[config.mk]
export PLATFORM = sky130hd
export DESIGN_NAME = ack_eof_sequencer_flat
export DESIGN_NICKNAME = d
export VERILOG_FILES = /design/src/rtl/ack_eof_sequencer_pkg.sv /design/src/rtl/ack_eof_sequencer_if.sv /design/src/rtl/ack_eof_sequencer_field_bit_counter.sv /design/src/rtl/ack_eof_sequencer.sv /design/src/flat_wrapper.sv
export SDC_FILE = /design/constraint.sdc
export NUM_CORES = 1
export LEC_CHECK = 0
export BUFFER_PORTS_ARGS = -buffer_cell sky130_fd_sc_hd__buf_2
export CAP_MARGIN = 20
export CORE_AREA = 3 3 40 42
export CTS_BUF_LIST = sky130_fd_sc_hd__clkbuf_8
export DETAILED_ROUTE_END_ITERATION = 6
export DIE_AREA = 0 0 43 45
export GPL_TIMING_DRIVEN = 0
export PLACE_DENSITY = 0.72
export SYNTH_ARGS = -nofsm -noshare
export SYNTH_HDL_FRONTEND = slang
export SYNTH_HIERARCHICAL = 1
export SYNTH_SLANG_ARGS = --single-unit
[constraint.sdc]
create_clock -name SP -period 1.4 [get_ports SP]
set_input_delay 0.14 -clock SP [delete_from_list [all_inputs] [get_ports SP]]
set_output_delay 0.14 -clock SP [all_outputs]
set_load 0.03 [all_outputs]
[src/rtl/ack_eof_sequencer_pkg.sv]
// Shared definitions for the CAN frame-tail sequencer: field lengths and state codes.
// The same state codes are used by EOF_Error_Block and the bench.
package ack_eof_sequencer_pkg;

    localparam int EOF_LEN = 7;
    localparam int IFS_LEN = 3;
    localparam int CNT_W   = 3;

    typedef enum logic [2:0] {
        ST_IDLE      = 3'd0,
        ST_ACK_SLOT  = 3'd1,
        ST_ACK_DELIM = 3'd2,
        ST_EOF       = 3'd3,
        ST_IFS       = 3'd4
    } seq_state_t;

endpackage

[src/rtl/ack_eof_sequencer_if.sv]
// Bit-level bus between the CRC stage, the frame-tail sequencer and its consumers.
// The sequencer takes the slave side.
interface ack_eof_sequencer_if;

    logic       RX;
    logic       CRC_Delim_Flag;
    logic       Error_Abort;
    logic       EOF_Flag;
    logic       In_EOF;
    logic       ACK_Error;
    logic       ACK_Delim_Error;
    logic       Overload;
    logic       SOF_Detect;
    logic       Frame_Done;
    logic [2:0] State;

    modport master (
        output RX, CRC_Delim_Flag, Error_Abort,
        input  EOF_Flag, In_EOF, ACK_Error, ACK_Delim_Error,
        input  Overload, SOF_Detect, Frame_Done, State
    );

    modport slave (
        input  RX, CRC_Delim_Flag, Error_Abort,
        output EOF_Flag, In_EOF, ACK_Error, ACK_Delim_Error,
        output Overload, SOF_Detect, Frame_Done, State
    );

endinterface

[src/rtl/ack_eof_sequencer_field_bit_counter.sv]
// Bit counter for fixed-length CAN fields; clear wins over enable.
// term flags the all-ones value so the owner can stop counting before a wrap.
module field_bit_counter
    import ack_eof_sequencer_pkg::*;
(
    input  logic             SP,
    input  logic             reset,
    input  logic             clear,
    input  logic             en,
    output logic [CNT_W-1:0] count,
    output logic             term
);

    logic [CNT_W-1:0] r_count;

    always_ff @(posedge SP) begin
        if (reset) begin
            r_count <= '0;
        end else if (clear) begin
            r_count <= '0;
        end else if (en) begin
            r_count <= r_count + CNT_W'(1);
        end
    end

    assign count = r_count;
    assign term  = &r_count;

endmodule

[src/rtl/ack_eof_sequencer.sv]
// CAN receive frame-tail sequencer: walks ACK slot, ACK delimiter, EOF and intermission
// on each sample point and reports ACK errors, overload, early SOF and frame completion.
module ack_eof_sequencer
    import ack_eof_sequencer_pkg::*;
(
    input logic SP,
    input logic reset,
    ack_eof_sequencer_if.slave bus
);

    seq_state_t       r_state;
    logic             r_eofFlag;
    logic             r_inEof;
    logic             r_ackError;
    logic             r_ackDelimError;
    logic             r_overload;
    logic             r_sofDetect;
    logic             r_frameDone;

    logic [CNT_W-1:0] w_count;
    logic             w_term;
    logic             w_eofLast;
    logic             w_ifsLast;
    logic             w_advance;
    logic             w_cntClear;
    logic             w_cntEn;

    // The counter only runs while the FSM stays inside EOF or IFS; any exit or entry clears it.
    always_comb begin
        w_eofLast  = (w_count == CNT_W'(EOF_LEN - 1));
        w_ifsLast  = (w_count == CNT_W'(IFS_LEN - 1));
        w_advance  = !bus.Error_Abort &&
                     (((r_state == ST_EOF) && !w_eofLast) ||
                      ((r_state == ST_IFS) && bus.RX && !w_ifsLast));
        w_cntClear = !w_advance;
        w_cntEn    = w_advance && !w_term;
    end

    field_bit_counter u_bitCounter (
        .SP    (SP),
        .reset (reset),
        .clear (w_cntClear),
        .en    (w_cntEn),
        .count (w_count),
        .term  (w_term)
    );

    always_ff @(posedge SP) begin
        if (reset) begin
            r_state         <= ST_IDLE;
            r_eofFlag       <= 1'b0;
            r_inEof         <= 1'b0;
            r_ackError      <= 1'b0;
            r_ackDelimError <= 1'b0;
            r_overload      <= 1'b0;
            r_sofDetect     <= 1'b0;
            r_frameDone     <= 1'b0;
        end else begin
            r_ackError      <= 1'b0;
            r_ackDelimError <= 1'b0;
            r_overload      <= 1'b0;
            r_sofDetect     <= 1'b0;
            r_frameDone     <= 1'b0;
            if (bus.Error_Abort) begin
                r_state   <= ST_IDLE;
                r_eofFlag <= 1'b0;
                r_inEof   <= 1'b0;
            end else begin
                case (r_state)
                    ST_IDLE: begin
                        if (bus.CRC_Delim_Flag) begin
                            r_state <= ST_ACK_SLOT;
                        end
                    end
                    // A missing ACK is reported but the tail is still walked.
                    ST_ACK_SLOT: begin
                        r_ackError <= bus.RX;
                        r_eofFlag  <= 1'b1;
                        r_state    <= ST_ACK_DELIM;
                    end
                    ST_ACK_DELIM: begin
                        r_eofFlag <= 1'b0;
                        if (!bus.RX) begin
                            r_ackDelimError <= 1'b1;
                            r_state         <= ST_IDLE;
                        end else begin
                            r_inEof <= 1'b1;
                            r_state <= ST_EOF;
                        end
                    end
                    ST_EOF: begin
                        if (w_eofLast) begin
                            r_inEof <= 1'b0;
                            r_state <= ST_IFS;
                        end
                    end
                    ST_IFS: begin
                        if (!bus.RX) begin
                            r_sofDetect <= w_ifsLast;
                            r_overload  <= !w_ifsLast;
                            r_state     <= ST_IDLE;
                        end else if (w_ifsLast) begin
                            r_frameDone <= 1'b1;
                            r_state     <= ST_IDLE;
                        end
                    end
                    default: begin
                        r_state   <= ST_IDLE;
                        r_eofFlag <= 1'b0;
                        r_inEof   <= 1'b0;
                    end
                endcase
            end
        end
    end

    assign bus.EOF_Flag        = r_eofFlag;
    assign bus.In_EOF          = r_inEof;
    assign bus.ACK_Error       = r_ackError;
    assign bus.ACK_Delim_Error = r_ackDelimError;
    assign bus.Overload        = r_overload;
    assign bus.SOF_Detect      = r_sofDetect;
    assign bus.Frame_Done      = r_frameDone;
    assign bus.State           = r_state;

endmodule
[src/flat_wrapper.sv]
// flat-port wrapper written by rule: the top's interface ports become plain ports
module ack_eof_sequencer_flat import ack_eof_sequencer_pkg::*;
  (SP, reset, bus_RX, bus_CRC_Delim_Flag, bus_Error_Abort, bus_EOF_Flag, bus_In_EOF, bus_ACK_Error, bus_ACK_Delim_Error, bus_Overload, bus_SOF_Detect, bus_Frame_Done, bus_State);
  ack_eof_sequencer_if bus_i ();
  input logic SP;
  input logic reset;
  input wire logic [$bits(bus_i.RX)-1:0] bus_RX;
  input wire logic [$bits(bus_i.CRC_Delim_Flag)-1:0] bus_CRC_Delim_Flag;
  input wire logic [$bits(bus_i.Error_Abort)-1:0] bus_Error_Abort;
  output wire logic [$bits(bus_i.EOF_Flag)-1:0] bus_EOF_Flag;
  output wire logic [$bits(bus_i.In_EOF)-1:0] bus_In_EOF;
  output wire logic [$bits(bus_i.ACK_Error)-1:0] bus_ACK_Error;
  output wire logic [$bits(bus_i.ACK_Delim_Error)-1:0] bus_ACK_Delim_Error;
  output wire logic [$bits(bus_i.Overload)-1:0] bus_Overload;
  output wire logic [$bits(bus_i.SOF_Detect)-1:0] bus_SOF_Detect;
  output wire logic [$bits(bus_i.Frame_Done)-1:0] bus_Frame_Done;
  output wire logic [$bits(bus_i.State)-1:0] bus_State;
  assign bus_i.RX = bus_RX;
  assign bus_i.CRC_Delim_Flag = bus_CRC_Delim_Flag;
  assign bus_i.Error_Abort = bus_Error_Abort;
  assign bus_EOF_Flag = bus_i.EOF_Flag;
  assign bus_In_EOF = bus_i.In_EOF;
  assign bus_ACK_Error = bus_i.ACK_Error;
  assign bus_ACK_Delim_Error = bus_i.ACK_Delim_Error;
  assign bus_Overload = bus_i.Overload;
  assign bus_SOF_Detect = bus_i.SOF_Detect;
  assign bus_Frame_Done = bus_i.Frame_Done;
  assign bus_State = bus_i.State;
  ack_eof_sequencer u_core (.SP(SP), .reset(reset), .bus(bus_i));
endmodule
Word-level counts from Yosys, hierarchy flattened:

Index checks and enable logic that the tools add are counted.

* register bits: 13
* input bits: 5
* output and inout bits: 10
* word-level logic and storage cells: 60

* add/sub/neg operators: 1
* equality and inequality tests: 10
* multiplexer cells: 12
* bitwise logic cells: 6
* reduce and logical (&&, ||, !) cells: 22

Operator list (count)
* case mux 3 bit (5 select lines): 1
* two-way mux 3 bit: 4
* OR reduction 3 bit: 4
* == test 3 x 2 -> 1 bit, second input constant: 3
* AND reduction 3 bit: 3
* OR reduction 4 bit: 2
* == test 3 bit, second input constant: 2
* inverter 1 bit: 6
* logical AND 1 bit: 5
* zero test 1 bit: 4
* two-way mux 1 bit: 4
* inequality test 2 bit, second input constant: 2
* OR reduction 2 bit: 2
* adder 3 x 1 -> 3 bit, second input constant: 1
* == test 3 x 1 -> 1 bit, second input constant: 1
* zero test 3 bit: 1
* inequality test 3 x 2 -> 1 bit, second input constant: 1
* case mux 1 bit (3 select lines): 1
* two-way mux 2 bit: 1
* inequality test 2 x 1 -> 1 bit, second input constant: 1
* case mux 1 bit (2 select lines): 1
* logical OR 1 bit: 1

Longest topological paths before layout:

* depth after elaboration: 7
* gate-level depth with buffers: 6
* mapped depth without buffers: 5

Hierarchy:

The synthesis kept the hierarchy.

Modules (own cells, without submodules)
* ack_eof_sequencer: times used 1, cells an instance 48, area each 467.9 um^2, seq. area each 200.2 um^2
* field_bit_counter: times used 1, cells an instance 11, area each 133.9 um^2, seq. area each 60.1 um^2

Least setup slack after synthesis:

No wires, ideal clock.

* path type: reg-to-reg
* from: reg u_core.r_state[0], in the netlist u_core/bus.State[0]
* to: reg u_core.u_bitCounter.r_count[1], in the netlist u_core/u_bitCounter/count[1]
* library setup time: 117 ps
* arrival time: 1528 ps
* data required time: 1283 ps
* path slack: -245 ps
* cell stages (with the launch flop): 6
* buffers on the path: 0
* period minus slack after synthesis: 1645 ps
* cell sequence: dfxtp_1 nor2b_4 nand3b_1 a211oi_2 mux2i_1 nor3_1

* elaborated cells on any way between the ends: 10
* those cells by class: 2 x eq/ne; 1 x bitwise; 7 x reduce/logical

RTL lines
* start: declaration: RTL line ack_eof_sequencer.sv:11 `seq_state_t r_state;`
* start signal: assignment: RTL line ack_eof_sequencer.sv:50 `r_state <= ST_IDLE;`
* start signal: assignment: RTL line ack_eof_sequencer.sv:65 `r_state <= ST_IDLE;`
* start signal: assignment: RTL line ack_eof_sequencer.sv:72 `r_state <= ST_ACK_SLOT;`
* == test 3 bit: RTL line ack_eof_sequencer.sv:34 `((r_state == ST_IFS) && bus.RX && !w_ifsLast));`
* logical AND 1 bit (2 in a row): RTL line ack_eof_sequencer.sv:34
* logical OR 1 bit (*): RTL line ack_eof_sequencer.sv:33 `(((r_state == ST_EOF) && !w_eofLast) ||`
* logical AND 1 bit (*): RTL line ack_eof_sequencer.sv:32 `w_advance = !bus.Error_Abort &&`
* logical AND 1 bit (*): RTL line ack_eof_sequencer.sv:36 `w_cntEn = w_advance && !w_term;`
* via u_core.w_cntEn: RTL line ack_eof_sequencer.sv:26 `logic w_cntEn;`
* end signal: assignment: RTL line ack_eof_sequencer_field_bit_counter.sv:22 `r_count <= r_count + CNT_W'(1);`
* end: declaration: RTL line ack_eof_sequencer_field_bit_counter.sv:14 `logic [CNT_W-1:0] r_count;`

The timed path passes the listed nets; every way through them passes the cells marked *.
A chain may end at the register's enable or synchronous reset.

Final worst setup path:

* from: reg u_core.u_bitCounter.r_count[0], in the netlist u_core/u_bitCounter/count[0]
* to: reg u_core.u_bitCounter.r_count[2], in the netlist u_core/u_bitCounter/count[2]

* elaborated cells on any way between the ends: 14
* those cells by class: 1 x add/sub; 2 x eq/ne; 1 x bitwise; 10 x reduce/logical

RTL lines (RTL line)
* == test 3 bit or == test 3 x 2 -> 1 bit (tied branches): ack_eof_sequencer.sv:30, ack_eof_sequencer.sv:31
* zero test 1 bit, on equally long branches: ack_eof_sequencer.sv:33, ack_eof_sequencer.sv:34
* logical AND 1 bit, on equally long branches: ack_eof_sequencer.sv:33, ack_eof_sequencer.sv:34
* logical OR 1 bit: ack_eof_sequencer.sv:33
* logical AND 1 bit: ack_eof_sequencer.sv:32
* logical AND 1 bit (*): ack_eof_sequencer.sv:36
* via u_core.w_cntEn: ack_eof_sequencer.sv:26

Marked as above.

==> impl_metrics.toml <==
[die]
start_util_pct = 46.8
die_h_um = 45
rows = 13
dieArea_um2 = 1940
die_x_um = 43
io_pins = 15
core_um2 = 1280

[clocking]
clock_insertion_delay_worst_skew_ns = 0.24
htreeDepth = 1
ctsHoldBuffers = 0
numClockSinks = 13
cts_made_buffers = 3
cts_root_buf = "clkbuf_8"
tritoncts = "done"
path_clk_slew_ns = 0.05
cts_buffer_depth = 2

[detailed_routing]
routed_wl_um = 1260
drc = 0
via_per_inst = 5.16
ant_nets = 0
dr.first_iter.drc_count = 10
via_count = 495
dr.pass1.iters = 4
wl_per_cell_um = 13.1

[grt]
antenna_found_initial = 0
grt_max_degree = 11
grt_use_total_pct = 14.1
grt_pass1_vias = 450
grt_overflow = 0
grt_pass1_wl_um = 1960

[critical_path]
critPathBufInv = 0
crit_type = "reg2reg"
slowest_delay_ns = 0.35
start_kind = "flip-flop"
crit_chain = "and3b_2 > nand3b_1 > a211oi_4 > mux2i_1 > nor3_1"
crit_family = "simple AND/OR/NAND/NOR gates"
cp.arrival_ns = 1.66
required_ns = 1.53
crit_fanout = 4
worst_path_max_delay_cell = "dfxtp_2"
end_kind = "flip-flop"

[placement]
dp_slack_ns = -0.191
globalplace.congestion = 0.780
dp_hpwl_um = 898
io_buffers = 14

[synthesis]
yosysTopAreaCell = "dfxtp_1"
synth_area_leaders = "dfxtp_1, a211oi_2, ha_1"
ys_types = 32
postSynthAreaPerCell_um2 = 10.2
synth_ff_type = "dfxtp_1"
synth_warnings = 6
ys_ff_latch = 13
synthMostInstantiatedCell = "dfxtp_1"
synth-edff-count = 0
synth-async-reset-ratio_pct = 0
synthTopCellsByCount = "dfxtp_1, nor3_1, a21oi_1"
netlist_area_um2 = 602
synth_top_area_share_pct = 43.2
seq_area_frac_synth_pct = 43.2
synth_fp_nets = 66
syn_inst = 59

[run_status]
violations = "negative setup slack"
status = "complete, but fails checks"

[sta]
worst_pin_slew_ns = 0.281
finalHoldViolations = 0
period_share_pct = 109
setup-violations-final = 3
timing.hold.ws_ns = 0.127
finalClockSkew_ns = 0.00329
fin_ws_ns = -0.129
drv_slew = 0
fmax_ghz = 0.654
period_minus_slack_ns = 1.53
max_slew_margin_pct = 81.2
rsz0062_at_grt = "yes"

[worst_hold_path]
hold_class = "in2reg"

[pwr]
leakage_uw = 0.000331
power_density_nw_per_um2 = 934
ir_drop_uv = 833

[finish]
final_nets = 89
drive_gt1_share_pct = 46.9
diodes = 0
final_util_pct = 61.9
area_delta_synth_final_pct = 32.2

[flow_run]
cap_violations = 0
## repair_timing
action / CTS / global route
setup buffers: 3 / 1
gates resized for setup: 1 / 1
gates cloned: 0 / 0
pin swaps: 2 / 1
setup endpoints to repair: 3 / 3
## cell usage in the layout (no fill, tap or decap), types with 2 or more instances in the layout
master | Yosys | layout
buf_2 | 1 | 15
dfxtp_1 | 13 | 9
nor3_1 | 5 | 5
a21oi_1 | 4 | 4
buf_4 | 0 | 4
clkbuf_8 | 0 | 3
nor2_1 | 3 | 3
nand3_1 | 3 | 3
dfxtp_2 | 0 | 3
inv_1 | 1 | 2
nand2_1 | 2 | 2
mux2i_1 | 2 | 2
ha_1 | 2 | 2
## metal layers
| layer | share of wire, % | wire length (um) | GRT usage [%] | up-vias |
|---|---|---|---|---|
| met1 | 42 | 533 | 16.4 | 223 |
| met2 | 50 | 631 | 22.2 | 15 |
| met3 | 7.2 | 91 | 7.17 | 0 |
| met5 | 0 | 0 | 0 | - |
| li1 | - | - | - | 257 |
| met4 | 0 | 0 | 5.42 | 0 |
## through the flow
stage	power, uW	cell area (um2)	instances	TNS (ns)
2_1_floorplan	412	618	59	-0.208
3_3_place_gp	430	707	88	-0.480
3_5_place_dp	431	707	88	-0.530
4_1_cts	753	779	95	-0.245
5_1_grt	777	796	96	-0.491
6_report	744	796	96	-0.303
## worst paths after layout
path	from	to	slack (ns)	cells past startpoint
worst max-delay path	u_core/u_bitCounter/count[0]	u_core/u_bitCounter/count[2]	-0.13	5
worst min-delay path	reset	u_core/u_bitCounter/count[0]	0.13	2
worst max register to register	u_core/u_bitCounter/count[0]	u_core/u_bitCounter/count[2]	-0.13	5
worst min register to register	u_core/bus.EOF_Flag	u_core/bus.EOF_Flag	0.50	2
## power breakdown
part | internal (uW) | switching [uW] | leakage (uW)
Clock | 193 | 124 | 0.0000269
Combinational | 18.5 | 31.9 | 0.000197
Sequential | 372 | 3.48 | 0.000107
Total | 584 | 160 | 0.000331
## cells by family (layout without fill, tap and decap cells)
kind of cell	count (synthesis)	count (layout)	share of synthesized area (%)
buffers and inverters	3	25	3.32
XOR/XNOR	1	1	1.46
AND/OR/NAND/NOR	28	28	32.2
flip-flops	13	13	43.2
AO/OA/AOI/OAI	9	9	10.4
adder cells (fa/ha/maj)	2	2	4.16
multiplexers	3	3	5.20
## cell type report
cell class / instances / area [um2]
Clock inverter: 1 / 3.75
Timing Repair Buffer: 18 / 100
Sequential cell: 13 / 268
Fill cell: 108 / 489
Tap cell: 15 / 18.8
Multi-Input combinational cell: 43 / 344
Clock buffer: 3 / 41.3
Buffer: 2 / 16.3
Inverter: 1 / 3.75
Power figures use the tool's default switching activity.
